## src/rtl/seg_pkg.sv

```systemverilog
// Shared types, constants and the hex-to-segment decode for the seven-segment scan driver.
package seg_pkg;

    typedef logic [6:0] seg_t;

    localparam seg_t SEG_OFF = 7'b1111111;

    // Active-low {a,b,c,d,e,f,g} patterns indexed by hex value.
    localparam seg_t SEG_HEX [16] = '{
        7'b0000001, 7'b1001111, 7'b0010010, 7'b0000110,
        7'b1001100, 7'b0100100, 7'b0100000, 7'b0001111,
        7'b0000000, 7'b0001100, 7'b0001000, 7'b1100000,
        7'b0110001, 7'b1000010, 7'b0110000, 7'b0111000
    };

    function automatic seg_t seg_hex(input logic [3:0] nibble);
        return SEG_HEX[nibble];
    endfunction

endpackage

```

## src/rtl/seg_scan_driver_if.sv

```systemverilog
// Display-register side inputs and board-pin side outputs of the scan driver.
interface seg_scan_driver_if #(
    parameter int unsigned NUM_DIGITS = 4
);
    import seg_pkg::*;

    logic [4*NUM_DIGITS-1:0] data_in;
    logic [NUM_DIGITS-1:0]   dp_in;
    logic                    load;
    logic                    lz_en;
    logic                    enable;
    seg_t                    seg;
    logic                    dp_n;
    logic [NUM_DIGITS-1:0]   an;
    logic                    frame_done;

    modport master (
        output data_in, dp_in, load, lz_en, enable,
        input  seg, dp_n, an, frame_done
    );

    modport slave (
        input  data_in, dp_in, load, lz_en, enable,
        output seg, dp_n, an, frame_done
    );

endinterface

```

## src/rtl/seg_prescaler.sv

```systemverilog
// Free-running 0..DIV-1 counter with a single-cycle tick on the terminal count.
module seg_prescaler #(
    parameter int unsigned DIV   = 100000,
    parameter int unsigned CNT_W = $clog2(DIV)
) (
    input  logic             clk,
    input  logic             rst_n,
    output logic [CNT_W-1:0] count,
    output logic             tick
);

    logic [CNT_W-1:0] count_q;

    assign count = count_q;
    assign tick  = (count_q == CNT_W'(DIV - 1));

    always_ff @(posedge clk or negedge rst_n) begin
        if (!rst_n) begin
            count_q <= '0;
        end else if (tick) begin
            count_q <= '0;
        end else begin
            count_q <= count_q + 1'b1;
        end
    end

endmodule

```

## src/rtl/seg_scan_driver.sv

```systemverilog
// Time-multiplexed common-anode seven-segment driver with frame-synchronous double buffering,
// per-slot blanking and leading-zero suppression.
module seg_scan_driver
    import seg_pkg::*;
#(
    parameter int unsigned NUM_DIGITS   = 4,
    parameter int unsigned REFRESH_DIV  = 100000,
    parameter int unsigned BLANK_CYCLES = 16
) (
    input  logic            clk,
    input  logic            rst_n,
    seg_scan_driver_if.slave bus
);

    localparam int unsigned CNT_W = $clog2(REFRESH_DIV);
    localparam int unsigned IDX_W = $clog2(NUM_DIGITS);

    logic [CNT_W-1:0]        count;
    logic                    tick;
    logic                    wrap;
    logic [IDX_W-1:0]        idx_q;
    logic [4*NUM_DIGITS-1:0] pending_data_q, active_data_q;
    logic [NUM_DIGITS-1:0]   pending_dp_q, active_dp_q;
    logic                    pending_valid_q;

    logic [3:0]            nibble;
    logic                  digit_dp;
    logic                  upper_zero;
    logic                  suppressed;
    logic                  blank;
    logic                  lit;
    logic                  on;
    seg_t                  seg_d, seg_q;
    logic [NUM_DIGITS-1:0] an_d, an_q;
    logic                  dp_n_d, dp_n_q;
    logic                  frame_done_q;

    seg_prescaler #(
        .DIV   (REFRESH_DIV),
        .CNT_W (CNT_W)
    ) u_prescaler (
        .clk   (clk),
        .rst_n (rst_n),
        .count (count),
        .tick  (tick)
    );

    assign wrap = tick && (idx_q == IDX_W'(NUM_DIGITS - 1));

    always_ff @(posedge clk or negedge rst_n) begin
        if (!rst_n) begin
            idx_q <= '0;
        end else if (tick) begin
            idx_q <= wrap ? '0 : idx_q + 1'b1;
        end
    end

    // A load coinciding with the frame wrap bypasses the pending buffer.
    always_ff @(posedge clk or negedge rst_n) begin
        if (!rst_n) begin
            pending_data_q  <= '0;
            pending_dp_q    <= '0;
            pending_valid_q <= 1'b0;
            active_data_q   <= '0;
            active_dp_q     <= '0;
        end else if (bus.load && wrap) begin
            active_data_q   <= bus.data_in;
            active_dp_q     <= bus.dp_in;
            pending_valid_q <= 1'b0;
        end else begin
            if (wrap && pending_valid_q) begin
                active_data_q   <= pending_data_q;
                active_dp_q     <= pending_dp_q;
                pending_valid_q <= 1'b0;
            end
            if (bus.load) begin
                pending_data_q  <= bus.data_in;
                pending_dp_q    <= bus.dp_in;
                pending_valid_q <= 1'b1;
            end
        end
    end

    always_comb begin
        nibble     = '0;
        digit_dp   = 1'b0;
        upper_zero = 1'b1;
        suppressed = 1'b0;
        for (int k = 0; k < NUM_DIGITS; k++) begin
            if (idx_q == IDX_W'(k)) begin
                nibble   = active_data_q[4*k +: 4];
                digit_dp = active_dp_q[k];
            end
        end
        // Walk down from the top digit; upper_zero covers nibbles k..NUM_DIGITS-1.
        for (int k = NUM_DIGITS - 1; k > 0; k--) begin
            upper_zero = upper_zero && (active_data_q[4*k +: 4] == 4'h0);
            if (idx_q == IDX_W'(k) && upper_zero) begin
                suppressed = bus.lz_en;
            end
        end
    end

    always_comb begin
        blank  = (count < CNT_W'(BLANK_CYCLES));
        lit    = bus.enable && !suppressed;
        on     = lit && !blank;
        seg_d  = lit ? seg_hex(nibble) : SEG_OFF;
        an_d   = on ? ~(NUM_DIGITS'(1) << idx_q) : '1;
        dp_n_d = on ? ~digit_dp : 1'b1;
    end

    always_ff @(posedge clk or negedge rst_n) begin
        if (!rst_n) begin
            seg_q        <= SEG_OFF;
            an_q         <= '1;
            dp_n_q       <= 1'b1;
            frame_done_q <= 1'b0;
        end else begin
            seg_q        <= seg_d;
            an_q         <= an_d;
            dp_n_q       <= dp_n_d;
            frame_done_q <= wrap;
        end
    end

    assign bus.seg        = seg_q;
    assign bus.an         = an_q;
    assign bus.dp_n       = dp_n_q;
    assign bus.frame_done = frame_done_q;

endmodule

```

## src/flat_wrapper.sv

```systemverilog
// flat-port wrapper written by rule: the top's interface ports become plain ports
module seg_scan_driver_flat import seg_pkg::*;
#(
    parameter int unsigned NUM_DIGITS   = 4,
    parameter int unsigned REFRESH_DIV  = 100000,
    parameter int unsigned BLANK_CYCLES = 16
)
  (clk, rst_n, bus_data_in, bus_dp_in, bus_load, bus_lz_en, bus_enable, bus_seg, bus_dp_n, bus_an, bus_frame_done);
  seg_scan_driver_if #(.NUM_DIGITS(NUM_DIGITS)) bus_i ();
  input  logic clk;
  input  logic rst_n;
  input wire logic [$bits(bus_i.data_in)-1:0] bus_data_in;
  input wire logic [$bits(bus_i.dp_in)-1:0] bus_dp_in;
  input wire logic [$bits(bus_i.load)-1:0] bus_load;
  input wire logic [$bits(bus_i.lz_en)-1:0] bus_lz_en;
  input wire logic [$bits(bus_i.enable)-1:0] bus_enable;
  output wire logic [$bits(bus_i.seg)-1:0] bus_seg;
  output wire logic [$bits(bus_i.dp_n)-1:0] bus_dp_n;
  output wire logic [$bits(bus_i.an)-1:0] bus_an;
  output wire logic [$bits(bus_i.frame_done)-1:0] bus_frame_done;
  assign bus_i.data_in = bus_data_in;
  assign bus_i.dp_in = bus_dp_in;
  assign bus_i.load = bus_load;
  assign bus_i.lz_en = bus_lz_en;
  assign bus_i.enable = bus_enable;
  assign bus_seg = bus_i.seg;
  assign bus_dp_n = bus_i.dp_n;
  assign bus_an = bus_i.an;
  assign bus_frame_done = bus_i.frame_done;
  seg_scan_driver #(.NUM_DIGITS(NUM_DIGITS), .REFRESH_DIV(REFRESH_DIV), .BLANK_CYCLES(BLANK_CYCLES)) u_core (.clk(clk), .rst_n(rst_n), .bus(bus_i));
endmodule
```

## config.mk

```make
export PLATFORM = sky130hd
export DESIGN_NAME = seg_scan_driver_flat
export DESIGN_NICKNAME = d
export VERILOG_FILES = /design/src/rtl/seg_pkg.sv /design/src/rtl/seg_scan_driver_if.sv /design/src/rtl/seg_prescaler.sv /design/src/rtl/seg_scan_driver.sv /design/src/flat_wrapper.sv
export SDC_FILE = /design/constraint.sdc
export NUM_CORES = 1
export LEC_CHECK = 0
export ABC_AREA = 1
export BUFFER_PORTS_ARGS = -buffer_cell sky130_fd_sc_hd__buf_4
export CORE_MARGIN = 10
export CORE_UTILIZATION = 45
export DETAILED_ROUTE_END_ITERATION = 6
export GPL_TIMING_DRIVEN = 0
export PLACE_DENSITY_LB_ADDON = 0.15
export SLEW_MARGIN = 20
export SYNTH_ARGS = -nofsm -noshare
export SYNTH_HDL_FRONTEND = slang
export SYNTH_SLANG_ARGS = --single-unit
```

## constraint.sdc

```tcl
create_clock -name clk -period 1.85 [get_ports clk]
set_clock_uncertainty 0.1 [all_clocks]
set_input_delay 0.37 -clock clk [delete_from_list [all_inputs] [get_ports clk]]
set_output_delay 0.37 -clock clk [all_outputs]
set_load 0.01 [all_outputs]
```

======== Yosys cells after proc, flatten, opt, wreduce, memory -nomap -nowiden ========
Memory sizes are Yosys's and may differ from the RTL's.
Index checks and enable logic that the tools add are counted.
word-level totals
  flip-flop bits (word level) ............. 73
  bits in latches ......................... 0
  bits in writable memories ............... 0
  bits in read-only memories .............. 112
  bits of input ports ..................... 25
  output and inout port bits .............. 13
  word-level logic and storage cells ...... 69
  memories kept ........................... 1
cells by class
  add/subtract/negate cells ............... 2
  $mul .................................... 0
  div/mod/pow operators ................... 0
  $lt $le $gt $ge ......................... 2
  eq/ne operators ......................... 4
  shift-type cells ........................ 1
  mux-type cells .......................... 25
  bitwise logic cells ..................... 4
  reductions and logical operators ........ 19
memories
  memory            depth  width  read ports  clocked after memory_dff  wr ports  RTL line       source
  (name not given)  16     7      1           0                         0         seg_pkg.sv:17  return SEG_HEX[nibble];
operator list
  cell                   number
  $mux 16                2
  $mux 4                 7
  $mux 7                 3
  $add 17x1->17 const B  1
  $eq 17x17->1 const B   1
  $lt 17x5->1 const B    1
  $mux 17                1
  $logic_not 4->1        3
  $mux 1                 11
  $logic_and 1x1->1      10
  $ge 5x5->1 const B     1
  $not 4->5              1
  $eq 2x2->1 const B     2
  $not 4->4              1
  $shl 1x2->4 const A    1
  $reduce_bool 3->1      1
  $add 2x1->2 const B    1
  $eq 2x1->1 const B     1
  $logic_not 1->1        2
  $logic_not 2->1        1
  $mux 2                 1
  $not 1->1              2
  $reduce_and 2->1       1
  $reduce_bool 2->1      1

======== Logic depth before layout (Yosys ltp) ========
  word-level depth ........................ 10
  gate-level depth with buffers ........... 13
  gate-level depth less buffers ........... 13

======== Hierarchy ========
A second synthesis with hierarchy kept.
second synthesis, totals
  cells, all modules ...................... 483
  area, all modules ....................... 3902.5 um^2
modules (own cells, without submodules)
  module           instances  cells each  area an instance (um^2)  sequential area each (um^2)
  seg_scan_driver  1          340         2884.0                   1416.4
  seg_prescaler    1          143         1018.5                   425.4

======== Worst setup path after synthesis ========
Ideal clock, no wire load.
  kind .................................... register to register
  from .................................... register u_core.idx_q[0]
  to ...................................... register u_core.seg_q[4] (netlist: u_core.bus.seg[4])
  library setup time ...................... 0.061 ns
  arrival time ............................ 1.845 ns
  required time ........................... 1.689 ns
  slack ................................... -0.156 ns
  stages on the path, launching flop included .. 12
  buffers on the path ..................... 0
  period minus slack after synthesis ...... 2.006 ns
  cells stage by stage .................... dfrtp_1 -> inv_1 -> ha_1 -> inv_1 -> nand3_1 -> a21oi_1 -> inv_1 -> ha_1 -> nand3b_1 -> nor2_1 -> nor2_1 -> nand2_1
on the way
  longest elaborated chain between the ends .. 10
  elaborated cells between the ends (all ways) .. 21
  those cells by class .................... 3 x eq/ne; 10 x mux; 1 x bitwise; 6 x reduce/logical; 1 x memory
ends and longest elaborated chain
  element                                    RTL line                source
  start: declaration                         seg_scan_driver.sv:21   logic [IDX_W-1:0] idx_q;
  start signal: assignment                   seg_scan_driver.sv:54   idx_q <= wrap ? '0 : idx_q + 1'b1;
  $logic_not 2->1                            seg_scan_driver.sv:90   if (idx_q == IDX_W'(k)) begin
  $mux 4 (4 in a row)                        seg_scan_driver.sv:90
  $not 4->5 (not written as such)            seg_pkg.sv:17
  $mem_v2 16x7                               n/a
  $mux 7 (not written as such) (2 in a row)  seg_pkg.sv:17
  $mux 7 (*)                                 seg_scan_driver.sv:108  seg_d = lit ? seg_hex(nibble) : SEG_OFF;
  named net u_core.seg_d[4]                  seg_scan_driver.sv:33   seg_t seg_d, seg_q;
  end signal: assignment                     seg_scan_driver.sv:120  seg_q <= seg_d;
  end: declaration                           seg_scan_driver.sv:33
The timed path passes the listed nets; every way through them passes the cells marked *. The select of a mux whose other input is x is not followed.
A chain may end at the register's enable or synchronous reset.

======== Worst setup path after layout ========
  from .................................... register u_core.idx_q[0]
  to ...................................... register u_core.seg_q[0] (netlist: u_core.bus.seg[0])
The elaborated chain is that of the path after synthesis.

==> qor.csv <==
metric;value;unit
grt_pass1_wl;15400;um
worst_path_max_delay_cell;sky130_fd_sc_hd__dfrtp_2;
fp.dieH;114;um
detailroute.via_count;3457;
antenna_found_initial;0;
power-per-cell-area;656;mW/mm2
crit_required;2030;ps
outcome;finished, violations left;
worst_ir_drop_vdd;466;uV
worst_pin_slew;885;ps
dp_cells;679;
crit_path_cell_trace;inv_4 > ha_4 > nand2_4 > nand2_4 > nand3_4 > a21oi_4 > buf_6 > ha_2 > nand3_2 > nor2_1 > nor2_1 > nand2_1;
std_cell_rows;34;
syn-mean-instance-area;7.44;um2
tns;-561;ps
grt_overflow_total;0;
effective_utilization_at_floorplan;45.9;%
synth.area.top_cells;sky130_fd_sc_hd__dfrtp_1 38%, sky130_fd_sc_hd__nand2_1 17%, sky130_fd_sc_hd__dfstp_2 7.9%, sky130_fd_sc_hd__nor2_1 6.7%, sky130_fd_sc_hd__inv_1 5.9%;
ys_types;31;
clk_pin_slew_worst_paths;80;ps
finish.utilization;58.7;%
yosysWarnings;0;
first_iter_violations;193;
worst_path_dominant_cell_family;simple AND/OR/NAND/NOR gates;
timing.critical_path.fanout_max;5;
netlist.top_cell.by_area;sky130_fd_sc_hd__dfrtp_1;
critical_path.n_buffers_inverters;2;
port_buffers;36;
yosys.area_share.simple;36.7;%
area.growth.synth_to_final;27.9;%
wl_per_cell;12.6;um
synth-seq-area-share;46.2;%
post-route-min-period;1950;ps
die-area;0.0130;mm2
yosys.area_share.xor_xnor;0.880;%
finalWirelength;9090;um
n_antenna_cell;0;
filler_cell_count;810;
synth.area.mux_share;0;%
synth-adder-area-share;3.46;%
synthMostInstantiatedCell;sky130_fd_sc_hd__nand2_1;
drcViolationCount;0;
netlist_instances;535;
share_of_flip_flops_with_an_asynchronous_set_or_reset;100;%
ys_ff_latch;73;
track_usage;14.3;%
drive_gt1_share;26.9;%
finalCritPeriodShare;106;%
max_freq;512;MHz
max-slew-margin-rel;41.0;%
max_cap_check_violation_count;0;
rsz0062_at_grt;true;
place_congestion;0.858;
drt_pass1_iterations;4;
worst_path_largest_cell_delay;480;ps
worst-endpoint-arrival;2130;ps
timing_worst_setup_path_type;reg2reg;
cts_buffers;9;
synth_top_family_by_area;simple AND/OR/NAND/NOR gates;
power.static_leakage;2.74;nW
total_half_perimeter_wirelength_after_legalization_and_detailed_placement;6140;um
via_density;4.79;
fp.coreArea;0.00868;mm2
htree_levels;3;
cts_tree;yes;
postCtsHoldBufs;0;
cp-start-kind;flop;
fp.dieW;114;um
grt_start_max_net_pins;74;
cts_buffer_depth;2;
setup_viol;7;
drtAntennaViolNets;0;
nature_of_the_critical_path_endpoint;flop;
ys.flop_type;sky130_fd_sc_hd__dfrtp_1;
timing_max_transition_violations_final;0;
via_count_of_the_first_global_routing_pass;3456;
layout.nets;645;
cts.sink_count;73;
clk-insertion-delay-late;340;ps
layout_setup_ws;-103;ps
synth-compound-area-share;3.96;%
ctsRootBufferMaster;sky130_fd_sc_hd__clkbuf_8;
pin_count;38;
yosys-top-cells-count;182 x sky130_fd_sc_hd__nand2_1, 71 x sky130_fd_sc_hd__nor2_1, 63 x sky130_fd_sc_hd__inv_1, 61 x sky130_fd_sc_hd__dfrtp_1, 44 x sky130_fd_sc_hd__nand3_1;
hold_path_class;in2async;
synth_top_cell_area_share;38.3;%
failing_checks;setup timing;
synth-edff-count;0;
finish.cell_count_without_fillers;721;
postSynthNetCount;571;
synth.cell_area;0.00398;mm2
final-hold-violation-count;0;
worst reg2reg max path, stage by stage, from the launching register on:
cell                      delay, ps
sky130_fd_sc_hd__dfrtp_2        480
sky130_fd_sc_hd__inv_4          110
sky130_fd_sc_hd__ha_4           170
sky130_fd_sc_hd__nand2_4         60
sky130_fd_sc_hd__nand2_4         70
sky130_fd_sc_hd__nand3_4         80
sky130_fd_sc_hd__a21oi_4        210
sky130_fd_sc_hd__buf_6          120
sky130_fd_sc_hd__ha_2           180
sky130_fd_sc_hd__nand3_2         90
sky130_fd_sc_hd__nor2_1         110
sky130_fd_sc_hd__nor2_1          60
sky130_fd_sc_hd__nand2_1         60
routing by layer:
metal | GRT usage, % | vias up | share of wire (%)
met5 | 0 | - | 0
met2 | 23.6 | 78 | 48
met1 | 17.7 | 1577 | 46
met4 | 5.51 | 0 | 0.85
met3 | 3.14 | 8 | 4.5
li1 | - | 1794 | -
where the power goes:
group	internal, mW	switching (mW)	total (mW)	leakage (nW)
Sequential	1.65	0.0174	1.66	0.908
Combinational	0.0896	0.124	0.213	1.72
Clock	0.883	0.578	1.46	0.115
stage by stage:
step	total power, mW	setup WS [ps]	hold slack (ps)	cell area [um2]
after floorplan	1.80	0.0813	-25.6	4050
after global placement	1.91	-173	354	4460
after detailed placement	1.91	-184	358	4460
after CTS	3.38	-76.8	73.3	4820
after global routing	3.50	-216	116	5090
final	3.34	-103	47.0	5090
layout make-up:
class | instances | area [um2] | share of cell area [%]
Timing Repair Buffer | 64 | 502 | 9.85
Buffer | 15 | 116 | 2.28
Clock buffer | 9 | 124 | 2.43
Multi-Input combinational cell | 379 | 1990 | 39.1
Clock inverter | 6 | 108 | 2.11
Inverter | 67 | 269 | 5.28
Sequential cell | 73 | 1850 | 36.3
Tap cell | 108 | 135 | 2.65
layout by cell type (no fill, tap or decap), drive strengths merged:
| cell type | instances |
|---|---|
| nand2 | 185 |
| nor2 | 84 |
| buf | 76 |
| inv | 67 |
| dfrtp | 61 |
| nand3 | 46 |
| dfstp | 12 |
| clkbuf | 12 |
| a21oi | 11 |
| ha | 11 |
| o21ai | 10 |
| nand4 | 8 |
| a21boi | 6 |
| nor3 | 5 |
| xor2 | 4 |
| or2 | 3 |
| bufinv | 3 |
| clkinv | 2 |
| and2 | 1 |
| nand3b | 1 |
| nor4 | 1 |
| nor3b | 1 |
| o211ai | 1 |
| and3 | 1 |
| clkinvlp | 1 |
registers in the layout, indices dropped and copies added, names as in the netlist:
register and count:
u_core.u_prescaler.count 17, u_core.active_data_q 16, u_core.pending_data_q 16, u_core.bus.seg 7, u_core.active_dp_q 4, u_core.bus.an 4, u_core.pending_dp_q 4, u_core.idx_q 2
u_core.bus.dp_n 1, u_core.bus.frame_done 1, u_core.pending_valid_q 1
kinds of logic (layout without fill, tap and decap cells):
group	after synthesis	after routing
AOI/OAI and AO/OA	28	28
xor gates and xnor gates	4	4
adders and majority gates	11	11
buffers and inverters	83	161
DFF	73	73
and+or+nand+nor	336	336
repair_timing:
item	4_1_cts	5_1_grt
pin swaps	9	19
gates resized for setup	19	38
gates cloned	0	2
endpoints found under the setup margin	7	54
setup buffers	9	17
path summary, 6_finish.rpt:
| path | startpoint | end | slack [ps] | cells after the start |
|---|---|---|---|---|
| min | rst_n | u_core.u_prescaler.count[15]$_DFF_PN0_ | 50 | 1 |
| max reg2reg | u_core.idx_q[0]$_DFFE_PN0N_ | u_core.bus.seg[0]$_DFF_PN1_ | -100 | 12 |
| max | u_core.idx_q[0]$_DFFE_PN0N_ | u_core.bus.seg[0]$_DFF_PN1_ | -100 | 12 |
| min in group clk | bus_data_in[15] | u_core.pending_data_q[15]$_DFFE_PN0P_ | 160 | 3 |
| max in group asynchronous | rst_n | u_core.u_prescaler.count[9]$_DFF_PN0_ | 990 | 1 |
| min reg2reg | u_core.pending_data_q[1]$_DFFE_PN0P_ | u_core.pending_data_q[1]$_DFFE_PN0P_ | 370 | 2 |
No activity file was read; power rests on OpenSTA's default activity.
